<file path="config.mk">
export PLATFORM = sky130hd
export DESIGN_NAME = pipelined_cpu_core
export DESIGN_NICKNAME = d
export VERILOG_FILES = /design/src/rtl/cpu_pkg.sv /design/src/rtl/cpu_regfile.sv /design/src/rtl/pipelined_cpu_core.sv
export SDC_FILE = /design/constraint.sdc
export NUM_CORES = 2
export LEC_CHECK = 0
export BUFFER_PORTS_ARGS = -buffer_cell sky130_fd_sc_hd__buf_2
export CAP_MARGIN = 10
export CORE_MARGIN = 1.5
export CORE_UTILIZATION = 48
export CTS_CLUSTER_DIAMETER = 50
export CTS_CLUSTER_SIZE = 40
export DETAILED_ROUTE_END_ITERATION = 16
export PLACE_DENSITY = 0.73
export SLEW_MARGIN = 20
export SYNTH_ARGS = -nofsm -noshare
export SYNTH_HDL_FRONTEND = slang
export SYNTH_SLANG_ARGS = --single-unit
</file>
<file path="constraint.sdc">
create_clock -name clk -period 8.2 [get_ports clk]
set_clock_uncertainty 0.15 [all_clocks]
set_input_delay 1.23 -clock clk [delete_from_list [all_inputs] [get_ports clk]]
set_output_delay 1.23 -clock clk [all_outputs]
set_load 0.005 [all_outputs]
</file>
<file path="src/rtl/cpu_pkg.sv">
// Shared constants for the five-stage integer core: opcodes, branch
// conditions, instruction field positions and flag bit indices.
package cpu_pkg;

  typedef enum logic [2:0] {
    OP_NOP    = 3'b000,
    OP_OR     = 3'b001,
    OP_AND    = 3'b010,
    OP_SUB    = 3'b011,
    OP_ADD    = 3'b100,
    OP_BRANCH = 3'b101,
    OP_STORE  = 3'b110,
    OP_LOAD   = 3'b111
  } opcode_t;

  // Branch conditions live in instruction bits [28:26]
  localparam logic [2:0] BC_ALWAYS = 3'b000;
  localparam logic [2:0] BC_Z      = 3'b001;
  localparam logic [2:0] BC_NZ     = 3'b010;
  localparam logic [2:0] BC_C      = 3'b011;
  localparam logic [2:0] BC_NC     = 3'b100;
  localparam logic [2:0] BC_N      = 3'b101;
  localparam logic [2:0] BC_NN     = 3'b110;
  localparam logic [2:0] BC_P      = 3'b111;

  // Instruction field positions (LSB of each field)
  localparam int OP_LSB   = 29;
  localparam int RD_LSB   = 24;
  localparam int COND_LSB = 26;
  localparam int RS1_LSB  = 19;
  localparam int RS2_LSB  = 14;
  localparam int ISEL_BIT = 13;
  localparam int IMM_W    = 13;

  // Flag vector {C,N,Z,P}
  localparam int FLAG_C = 3;
  localparam int FLAG_N = 2;
  localparam int FLAG_Z = 1;
  localparam int FLAG_P = 0;

  function automatic logic is_alu(input opcode_t op);
    return (op == OP_ADD) || (op == OP_SUB) || (op == OP_AND) || (op == OP_OR);
  endfunction

  // rs1 feeds every ALU op, and memory ops when addressing by register
  function automatic logic uses_rs1(input opcode_t op, input logic isel);
    if (is_alu(op)) return 1'b1;
    if (op == OP_LOAD || op == OP_STORE) return !isel;
    return 1'b0;
  endfunction

  // rs2 feeds register-form ALU ops and is always the store data
  function automatic logic uses_rs2(input opcode_t op, input logic isel);
    if (is_alu(op)) return !isel;
    return op == OP_STORE;
  endfunction

endpackage

</file>
<file path="src/rtl/cpu_regfile.sv">
// NREGS x DATA_W register file, two read ports and one write port.
// r0 reads as zero; a write in the same cycle is visible on the read ports.
module cpu_regfile import cpu_pkg::*; #(
  parameter int DATA_W = 32,
  parameter int NREGS  = 32,
  parameter int AW     = $clog2(NREGS)
) (
  input  logic              clk,
  input  logic              reset,
  input  logic              we,
  input  logic [AW-1:0]     waddr,
  input  logic [DATA_W-1:0] wdata,
  input  logic [AW-1:0]     raddr1,
  input  logic [AW-1:0]     raddr2,
  output logic [DATA_W-1:0] rdata1,
  output logic [DATA_W-1:0] rdata2
);

  logic [DATA_W-1:0] regs [NREGS];

  // Storage: clear everything on reset, drop writes aimed at r0
  always_ff @(posedge clk) begin
    if (reset) begin
      for (int i = 0; i < NREGS; i++) regs[i] <= '0;
    end else if (we && waddr != '0) begin
      regs[waddr] <= wdata;
    end
  end

  // Read ports with write-through bypass
  always_comb begin
    rdata1 = regs[raddr1];
    rdata2 = regs[raddr2];
    if (we && waddr == raddr1) rdata1 = wdata;
    if (we && waddr == raddr2) rdata2 = wdata;
    if (raddr1 == '0) rdata1 = '0;
    if (raddr2 == '0) rdata2 = '0;
  end

endmodule

</file>
<file path="src/rtl/pipelined_cpu_core.sv">
// Five-stage IF/ID/EX/MEM/WB integer core. The ID instruction is the
// synchronous imem output itself (held by dropping imem_re), EX forwards
// from MEM and WB, a LOAD in EX interlocks a dependent ID instruction for
// one cycle, and a taken branch in EX squashes ID and the in-flight fetch.
module pipelined_cpu_core import cpu_pkg::*; #(
  parameter int DATA_W   = 32,
  parameter int ADDR_W   = 11,
  parameter int NREGS    = 32,
  parameter int RESET_PC = 0
) (
  input  logic              clk,
  input  logic              reset,
  output logic              imem_re,
  output logic [ADDR_W-1:0] imem_addr,
  input  logic [31:0]       imem_rdata,
  output logic              dmem_re,
  output logic              dmem_we,
  output logic [ADDR_W-1:0] dmem_addr,
  output logic [DATA_W-1:0] dmem_wdata,
  input  logic [DATA_W-1:0] dmem_rdata,
  output logic              retire,
  output logic [DATA_W-1:0] result,
  output logic [3:0]        flags,
  output logic              stall
);

  localparam int RW = $clog2(NREGS);
  localparam logic [ADDR_W-1:0] PC0 = ADDR_W'(RESET_PC);

  // IF / ID
  logic [ADDR_W-1:0] pc;
  logic              id_vld;
  opcode_t           id_op;
  logic              id_isel;
  logic [RW-1:0]     id_rs1, id_rs2;
  logic [DATA_W-1:0] rf_rd1, rf_rd2;
  logic              load_use, stall_int;

  // EX
  logic              ex_vld;
  logic [31:0]       ex_ir;
  logic [DATA_W-1:0] ex_rv1, ex_rv2;
  opcode_t           ex_op;
  logic [RW-1:0]     ex_rd, ex_rs1, ex_rs2;
  logic              ex_isel;
  logic [DATA_W-1:0] ex_imm, ex_a, ex_b, ex_op2, alu_res;
  logic              alu_c, cond_ok, take;
  logic [ADDR_W-1:0] ex_maddr;
  logic [3:0]        flags_q;

  // MEM
  logic              mem_vld, mem_alu, mem_load, mem_store, mem_fwd;
  logic [RW-1:0]     mem_rd;
  logic [DATA_W-1:0] mem_res, mem_wdata;
  logic [ADDR_W-1:0] mem_addr;

  // WB
  logic              wb_vld, wb_alu, wb_load, wb_fwd, wb_has_res;
  logic [RW-1:0]     wb_rd;
  logic [DATA_W-1:0] wb_res, wb_val, result_q;

  assign id_op   = opcode_t'(imem_rdata[OP_LSB +: 3]);
  assign id_isel = imem_rdata[ISEL_BIT];
  assign id_rs1  = imem_rdata[RS1_LSB +: RW];
  assign id_rs2  = imem_rdata[RS2_LSB +: RW];

  assign ex_op   = opcode_t'(ex_ir[OP_LSB +: 3]);
  assign ex_rd   = ex_ir[RD_LSB +: RW];
  assign ex_rs1  = ex_ir[RS1_LSB +: RW];
  assign ex_rs2  = ex_ir[RS2_LSB +: RW];
  assign ex_isel = ex_ir[ISEL_BIT];
  assign ex_imm  = DATA_W'(ex_ir[IMM_W-1:0]);

  assign wb_has_res = wb_alu || wb_load;
  assign wb_val     = wb_load ? dmem_rdata : wb_res;
  assign wb_fwd     = wb_vld && wb_has_res && wb_rd != '0;
  // A LOAD sitting in MEM has no data yet; the interlock keeps consumers away
  assign mem_fwd    = mem_vld && mem_alu && mem_rd != '0;

  cpu_regfile #(.DATA_W(DATA_W), .NREGS(NREGS), .AW(RW)) u_rf (
    .clk    (clk),
    .reset  (reset),
    .we     (wb_fwd),
    .waddr  (wb_rd),
    .wdata  (wb_val),
    .raddr1 (id_rs1),
    .raddr2 (id_rs2),
    .rdata1 (rf_rd1),
    .rdata2 (rf_rd2)
  );

  // Operand forwarding: youngest producer first, then WB, then the register file
  always_comb begin
    ex_a = ex_rv1;
    if (mem_fwd && mem_rd == ex_rs1)     ex_a = mem_res;
    else if (wb_fwd && wb_rd == ex_rs1)  ex_a = wb_val;
    ex_b = ex_rv2;
    if (mem_fwd && mem_rd == ex_rs2)     ex_b = mem_res;
    else if (wb_fwd && wb_rd == ex_rs2)  ex_b = wb_val;
  end

  assign ex_op2   = ex_isel ? ex_imm : ex_b;
  assign ex_maddr = ex_isel ? ex_ir[ADDR_W-1:0] : ex_a[ADDR_W-1:0];

  // ALU; SUB carry is the unsigned borrow
  always_comb begin
    alu_res = '0;
    alu_c   = 1'b0;
    case (ex_op)
      OP_ADD:  {alu_c, alu_res} = {1'b0, ex_a} + {1'b0, ex_op2};
      OP_SUB:  begin alu_res = ex_a - ex_op2; alu_c = ex_a < ex_op2; end
      OP_AND:  alu_res = ex_a & ex_op2;
      OP_OR:   alu_res = ex_a | ex_op2;
      default: ;
    endcase
  end

  // Branch condition against the flags register
  always_comb begin
    cond_ok = 1'b0;
    case (ex_ir[COND_LSB +: 3])
      BC_ALWAYS: cond_ok = 1'b1;
      BC_Z:      cond_ok = flags_q[FLAG_Z];
      BC_NZ:     cond_ok = !flags_q[FLAG_Z];
      BC_C:      cond_ok = flags_q[FLAG_C];
      BC_NC:     cond_ok = !flags_q[FLAG_C];
      BC_N:      cond_ok = flags_q[FLAG_N];
      BC_NN:     cond_ok = !flags_q[FLAG_N];
      BC_P:      cond_ok = flags_q[FLAG_P];
      default:   cond_ok = 1'b0;
    endcase
  end

  assign take = ex_vld && ex_op == OP_BRANCH && cond_ok;

  // Load-use hazard; a taken branch squashes ID so it overrides the stall
  assign load_use = id_vld && ex_vld && ex_op == OP_LOAD && ex_rd != '0 &&
                    ((uses_rs1(id_op, id_isel) && id_rs1 == ex_rd) ||
                     (uses_rs2(id_op, id_isel) && id_rs2 == ex_rd));
  assign stall_int = load_use && !take;

  // Front end: PC, fetch validity and the ID/EX register
  always_ff @(posedge clk) begin
    if (reset) begin
      pc     <= PC0;
      id_vld <= 1'b0;
      ex_vld <= 1'b0;
    end else if (take) begin
      pc     <= ex_ir[ADDR_W-1:0];
      id_vld <= 1'b0;
      ex_vld <= 1'b0;
    end else if (stall_int) begin
      ex_vld <= 1'b0;
    end else begin
      pc     <= pc + ADDR_W'(1);
      id_vld <= 1'b1;
      ex_vld <= id_vld;
      ex_ir  <= imem_rdata;
      ex_rv1 <= rf_rd1;
      ex_rv2 <= rf_rd2;
    end
  end

  // EX/MEM register and the flags, which only ALU ops update
  always_ff @(posedge clk) begin
    if (reset) begin
      mem_vld <= 1'b0;
      flags_q <= '0;
    end else begin
      mem_vld   <= ex_vld;
      mem_alu   <= is_alu(ex_op);
      mem_load  <= ex_op == OP_LOAD;
      mem_store <= ex_op == OP_STORE;
      mem_rd    <= ex_rd;
      mem_res   <= alu_res;
      mem_addr  <= ex_maddr;
      mem_wdata <= ex_b;
      if (ex_vld && is_alu(ex_op)) begin
        flags_q[FLAG_C] <= alu_c;
        flags_q[FLAG_N] <= alu_res[DATA_W-1];
        flags_q[FLAG_Z] <= alu_res == '0;
        flags_q[FLAG_P] <= ^alu_res;
      end
    end
  end

  // MEM/WB register and the sticky last-result register
  always_ff @(posedge clk) begin
    if (reset) begin
      wb_vld   <= 1'b0;
      result_q <= '0;
    end else begin
      wb_vld  <= mem_vld;
      wb_alu  <= mem_alu;
      wb_load <= mem_load;
      wb_rd   <= mem_rd;
      wb_res  <= mem_res;
      if (wb_vld && wb_has_res) result_q <= wb_val;
    end
  end

  assign imem_re    = !reset && !stall_int;
  assign imem_addr  = reset ? PC0 : pc;
  assign dmem_re    = !reset && mem_vld && mem_load;
  assign dmem_we    = !reset && mem_vld && mem_store;
  assign dmem_addr  = mem_addr;
  assign dmem_wdata = mem_wdata;
  assign retire     = !reset && wb_vld;
  assign result     = reset ? '0 : ((wb_vld && wb_has_res) ? wb_val : result_q);
  assign flags      = reset ? 4'h0 : flags_q;
  assign stall      = !reset && stall_int;

endmodule

</file>
; After elaboration in Yosys (flattened, before gate mapping)
; Memory sizes are Yosys's and may differ from the RTL's. A register that Yosys moved wholly into a read port is not among the register bits.
; Index checks and enable logic that the tools add are counted.
[word_totals]
mem_bits_rw = 1024
memories = 1
wordCells = 142
output_inout_bits = 95
reg_bits = 205
[memory_table]
columns = memory, depth, width, read_ports, rd_ports_with_merged_regs, wr, line
row1 = u_rf.regs, 32, 32, 2, 2, 32, cpu_regfile.sv:19  ; logic [DATA_W-1:0] regs [NREGS];
[op_classes]
n_lt_le_gt_ge = 1
n_reduce_logical = 53
n_eq_ne = 27
n_mux = 33
bitwise_logic = 5
n_addsub = 3
[op_table]
columns = operator, count
row1 = 2-to-1 mux 32 bit, 9
row2 = case mux 32 bit (4 select lines), 1
row3 = 2-to-1 mux 11 bit, 4
row4 = adder 32 x 32 -> 33 bit, 1
row5 = "equality test 3 bit, second input constant", 11
row6 = bitwise AND 32 bit, 1
row7 = logical NOT 32 bit, 1
row8 = less-than comparator 32 bit, 1
row9 = OR 32 bit, 1
row10 = OR reduction 32 bit, 1
row11 = parity 32 bit, 1
row12 = subtractor 32 bit, 1
row13 = equality test 5 bit, 6
row14 = logical AND 1 bit, 25
row15 = "equality test 3 x 2 -> 1 bit, second input constant", 6
row16 = 2-to-1 mux 1 bit, 15
row17 = nonzero test 5 bit, 3
row18 = "adder 11 x 1 -> 11 bit, second input constant", 1
row19 = logical NOT 5 bit, 2
row20 = "equality test 3 x 1 -> 1 bit, second input constant", 3
row21 = logical OR 1 bit, 9
row22 = case mux 1 bit (8 select lines), 1
row23 = logical NOT 1 bit, 7
row24 = 2-to-1 mux 5 bit, 1
row25 = 8 further kinds, 10

; Depth between registers and ports, before layout
[logic_depth]
ltp_word = 14
depth_mapped = 31

; Hierarchy
; From an unflattened synthesis, not the netlist that was laid out.
[hier_totals]
cells_unflattened = 5609
area_unflattened_um2 = 72065.4
[by_module_without_submodules]
columns = mod, area_per_inst_um2, cells_each, seq_area_each_um2, n_inst
row1 = cpu_regfile, 55061.6, 3802, 30749.5, 1
row2 = pipelined_cpu_core, 17003.8, 1807, 7567.3, 1

; Worst setup path after synthesis
; Ideal clock, no wire load.
[synth_path]
kind = input -> register
from = input port reset
to = memory u_rf.regs[16][0], enable pin
setup_ns = 0.719
setup_slack_ns = 0.379
stages = 3
n_path_buf = 1
t_arrival_ns = 6.951
path_cell_list = clkinv_1 clkbuf_1 nand2_1
[synth_rtl]
columns = item, line
row1 = from (decl), pipelined_cpu_core.sv:12  ; input logic reset,
row2 = to (decl), cpu_regfile.sv:19

; Worst setup path after layout
[layout_path]
from = register wb_rd[3]
to = register flags_q[0]
[layout_via]
elab_chain_len = 9
word_cells_on_any_way = 17
classes_between = 2 x add/sub / 2 x eq/ne / 6 x mux / 2 x bitwise / 5 x reduce/logical
[layout_rtl]
columns = item, line
row1 = from (decl), pipelined_cpu_core.sv:59  ; logic [RW-1:0] wb_rd;
row2 = from (signal assigned), pipelined_cpu_core.sv:196  ; wb_rd <= mem_rd;
row3 = nonzero test 5 bit, pipelined_cpu_core.sv:76  ; assign wb_fwd = wb_vld && wb_has_res && wb_rd != '0;
row4 = logical AND 1 bit, pipelined_cpu_core.sv:76
row5 = logical AND 1 bit (*), pipelined_cpu_core.sv:99  ; else if (wb_fwd && wb_rd == ex_rs2) ex_b = wb_val;
row6 = 2-to-1 mux 32 bit (*), pipelined_cpu_core.sv:99
row7 = 2-to-1 mux 32 bit (*), pipelined_cpu_core.sv:98  ; if (mem_fwd && mem_rd == ex_rs2) ex_b = mem_res;
row8 = via ex_b[9], pipelined_cpu_core.sv:46  ; logic [DATA_W-1:0] ex_imm, ex_a, ex_b, ex_op2, alu_res;
row9 = 2-to-1 mux 32 bit (*), pipelined_cpu_core.sv:102  ; assign ex_op2 = ex_isel ? ex_imm : ex_b;
row10 = "subtractor 32 bit, or another cell as far along", pipelined_cpu_core.sv:111  ; OP_SUB: begin alu_res = ex_a - ex_op2; alu_c = ex_a < ex_op2; end
row11 = case mux 32 bit (4 select lines) (*), pipelined_cpu_core.sv:109  ; case (ex_op)
row12 = parity 32 bit (*), pipelined_cpu_core.sv:182  ; flags_q[FLAG_P] <= ^alu_res;
row13 = "to (signal, indexed assignment)", pipelined_cpu_core.sv:179  ; flags_q[FLAG_C] <= alu_c;
row14 = "to (signal, indexed assignment)", pipelined_cpu_core.sv:180  ; flags_q[FLAG_N] <= alu_res[DATA_W-1];
row15 = "to (signal, indexed assignment)", pipelined_cpu_core.sv:182
row16 = to (decl), pipelined_cpu_core.sv:49  ; logic [3:0] flags_q;
; Mark *: on every way through the listed nets, which the timed path passes. The rest lies on a longest branch.
; A chain may end at the register's enable or synchronous reset.

==> key figures <==
Timing
  • Max_slew headroom: 17.2%
  • Maximum clock frequency: 134 MHz
  • Final Hold Viols: 0
  • # setup viols final: 0
  • Slew Viols, Final: 0
  • Slew @ Worst Pin: 1.23 ns
  • Final worst path period need: 7.45 ns
  • RSZ-0062 raised after global routing: false
  • Setup TNS: 0 ns
  • Final worst-path cycle share: 90.9%

Power and ir drop
  • Comb power frac: 15.4%
  • VDD IR max: 0.000208 V
  • Clk pwr share: 38.1%
  • LEAKAGE: 28.8 nW
  • NetSw: 4.66 mW
  • Sw Ratio: 28.2%
  • Reg power frac: 46.5%
  • PD cells: 214 nW/um^2
  • Int Power: 11.9 mW

Status
  • Status: finished, final reports clean

CTS
  • Hold buffer count at cts: 0
  • CTS root buf: clkbuf_16
  • PostCTS Resize Cnt: 0
  • Clock buffer depth: 3
  • CTS buffer count: 130
  • Clock transition at the registers of the reported paths: 0.07 ns
  • H-tree lvl count: 4
  • CTS tree: done
  • Post-CTS Setup Inserts: 0
  • CTS sink cnt: 1293
  • Clk Latency, worst-skew pair: 0.82 ns

Floorplan
  • Core Rows: 139
  • Initial core utilization: 48.2%
  • Die footprint: 146000 sq um
  • CORE AREA: 143000 sq um
  • Die Y: 383 um
  • Die W: 383 um
  • Ports: 161

Flow run
  • Max-cap violation count: 0

Finish
  • Share of cells above drive strength 1: 22.7%
  • Area Growth Syn to Fin: 11.4%
  • Nets: 5562
  • Final Core Density: 53.7%
  • Layout fillers: 11500

Yosys
  • Cell count after synthesis: 5391
  • Top-count cell post-synth: nor2_1
  • Post-synth top area share: 53.9%
  • Synth Area per Inst: 12.8 sq um
  • Number of synthesized register bits: 1293
  • Area contributors post-synth: edfxtp_1 (54%), mux4_2 (16%), nor2_1 (6.8%), mux2i_1 (2.9%), clkbuf_1 (2.2%)
  • Leading cell types by count after synthesis: nor2_1 (1250), edfxtp_1 (1242), mux4_2 (482)
  • Async S/R FF share, synth: 0%
  • Synth unique cells: 83
  • Number of synthesized flops with an enable pin: 1242
  • Synth Cell Area: 69100 sq um
  • Yosys warnings: 0
  • Synth Flop Type: edfxtp_1
  • Area leader, netlist: edfxtp_1
  • Sequential cell area fraction in the yosys report: 55.4%

Global routing
  • GRT Overall Usage: 31.8%
  • Largest net degree at the start of global routing: 115
  • Grt total ovfl: 0
  • First-pass GRT wire length: 336 mm
  • Number of global-route vias before repair: 48800
  • Initial antenna violation count: 16

Routing
  • Drc violations: 0
  • Initial DRT Pass Iterations: 6
  • Initial DRC Count: 8338
  • DR WL/cell: 31.8 um
  • Post-Route WL: 235 mm
  • Vias/cell: 6.75
  • Via count: 49900
  • DRT antenna net count: 0

Setup path
  • Crit path kind: reg -> reg
  • CP Buf/Inv Count: 2
  • Crit path max-delay cell type: a2111oi_0
  • CP delay by family, top: compound AO/OA/AOI/OAI gates
  • Element type at the critical path end: flip-flop
  • Startpoint Class: flip-flop
  • Slowest cell delay on critical path: 0.78 ns
  • Arrival @ worst endpoint: 7.94 ns
  • Critical path required time: 8.69 ns
  • Maximum fanout along the worst path: 60

Placed design
  • Buffers on Ports: 160
  • Dpl hpwl: 146 mm
  • Final RePlAce weighted congestion: 0.944

Worst hold path
  • Worst Hold Class: reg -> reg
layout by cell type, fill, tap and decap left out, types with 10 or more instances in the layout:
| cell | netlist | final |
|---|---|---|
| nor2_1 | 1250 | 1249 |
| edfxtp_1 | 1242 | 1242 |
| mux4_2 | 482 | 482 |
| nand2_1 | 241 | 194 |
| a21oi_1 | 180 | 180 |
| mux2i_1 | 201 | 169 |
| buf_4 | 0 | 162 |
| buf_2 | 24 | 151 |
| clkbuf_16 | 0 | 135 |
| o21ai_0 | 126 | 126 |
| inv_1 | 116 | 116 |
| ha_1 | 113 | 113 |
| a211oi_1 | 110 | 106 |
| mux2_2 | 96 | 96 |
| nand2b_1 | 65 | 65 |
| o22ai_1 | 65 | 65 |
| dfxtp_1 | 51 | 51 |
| xnor2_1 | 47 | 47 |
| nand2_2 | 0 | 47 |
| a21o_1 | 46 | 46 |
| a221o_1 | 38 | 38 |
| a221oi_1 | 36 | 36 |
| nor3_1 | 38 | 33 |
| o211ai_1 | 33 | 33 |
| mux2i_4 | 0 | 32 |
| conb_1 | 1 | 32 |
| o221ai_1 | 31 | 31 |
| xor2_1 | 27 | 27 |
| nand3_1 | 26 | 26 |
| nor2b_1 | 29 | 26 |
| o21a_1 | 25 | 24 |
| o21bai_1 | 20 | 20 |
| inv_6 | 0 | 19 |
| clkinv_4 | 0 | 15 |
| nand4_1 | 13 | 13 |
| nor4_1 | 13 | 13 |
| clkinvlp_4 | 0 | 13 |
| clkinv_1 | 2 | 11 |
| and2_1 | 10 | 10 |
| inv_8 | 0 | 10 |
power groups by stage:
stage	clock network, mW	logic (mW)	registers [mW]
2_1_floorplan	0	1.60	7.75
3_3_place_gp	0	2.46	7.81
3_5_place_dp	0	2.45	7.82
4_1_cts	6.30	2.47	7.68
5_1_grt	6.53	2.65	7.71
6_report	6.29	2.54	7.69
stage by stage:
step / hold slack [ns] / cells / instance area, sq um / setup WS (ns) / total power [mW]
floorplan: 0.267 / 5422 / 69200 / 0.379 / 9.35
global placement: 0.276 / 7152 / 72500 / 0.999 / 10.3
detailed placement: 0.289 / 7152 / 72500 / 0.990 / 10.3
CTS: 0.304 / 7392 / 77000 / 0.948 / 16.4
global route: 0.315 / 7394 / 77000 / 0.308 / 16.9
finish: 0.300 / 7395 / 77000 / 0.748 / 16.5
area by class of cell:
type,count,area [sq um],area share [%]
diodes,3,7.51,0.00975
flip-flops and latches,1293,38300,49.7
clock inverters,96,1040,1.35
clock buffers,144,3430,4.46
inverters,118,448,0.582
repair buffers,326,2210,2.87
well taps,1903,2380,3.09
multi-input cells,3512,29200,37.9
sequential cells by signal, summed over array words and instances, names as in the netlist, 32 cells and up:
| register | cells |
|---|---|
| mem_res | 32 |
| result_q | 32 |
| dmem_wdata | 32 |
| ex_rv1 | 32 |
| ex_rv2 | 32 |
| ex_ir | 32 |
| wb_res | 32 |
| u_rf.regs | 1024 |
final timing paths:
path,startpoint,to,slack [ns],depth (start not counted)
setup / recovery,wb_rd[3],flags_q[0],0.75,27
hold / removal,mem_res[11],wb_res[11],0.30,0
setup reg to reg,wb_rd[3],flags_q[0],0.75,27
hold reg to reg,mem_res[11],wb_res[11],0.30,0
metal layers:
layer	vias up	share of wire (%)	global-route usage, %	wire length, um
met1	24800	34	39.3	79300
met4	28	6.2	17.2	14600
met3	890	14	9.69	32400
met2	3927	46	50.3	109000
met5	-	0.11	0.331	253
li1	20300	-	-	-
kinds of logic (layout without fill, tap and decap cells):
logic type | after synthesis | count (layout) | synth area share [%]
simple gates | 1724 | 1724 | 10.2
mux | 779 | 779 | 20.2
xor+xnor | 74 | 74 | 0.938
flops | 1293 | 1293 | 55.4
fa+ha+maj | 115 | 115 | 2.10
other cells | 1 | 35 | 0.00542
buf+inv | 617 | 684 | 3.40
compound gates | 788 | 788 | 7.79
Note: power is estimated with default switching activity, not from simulation.
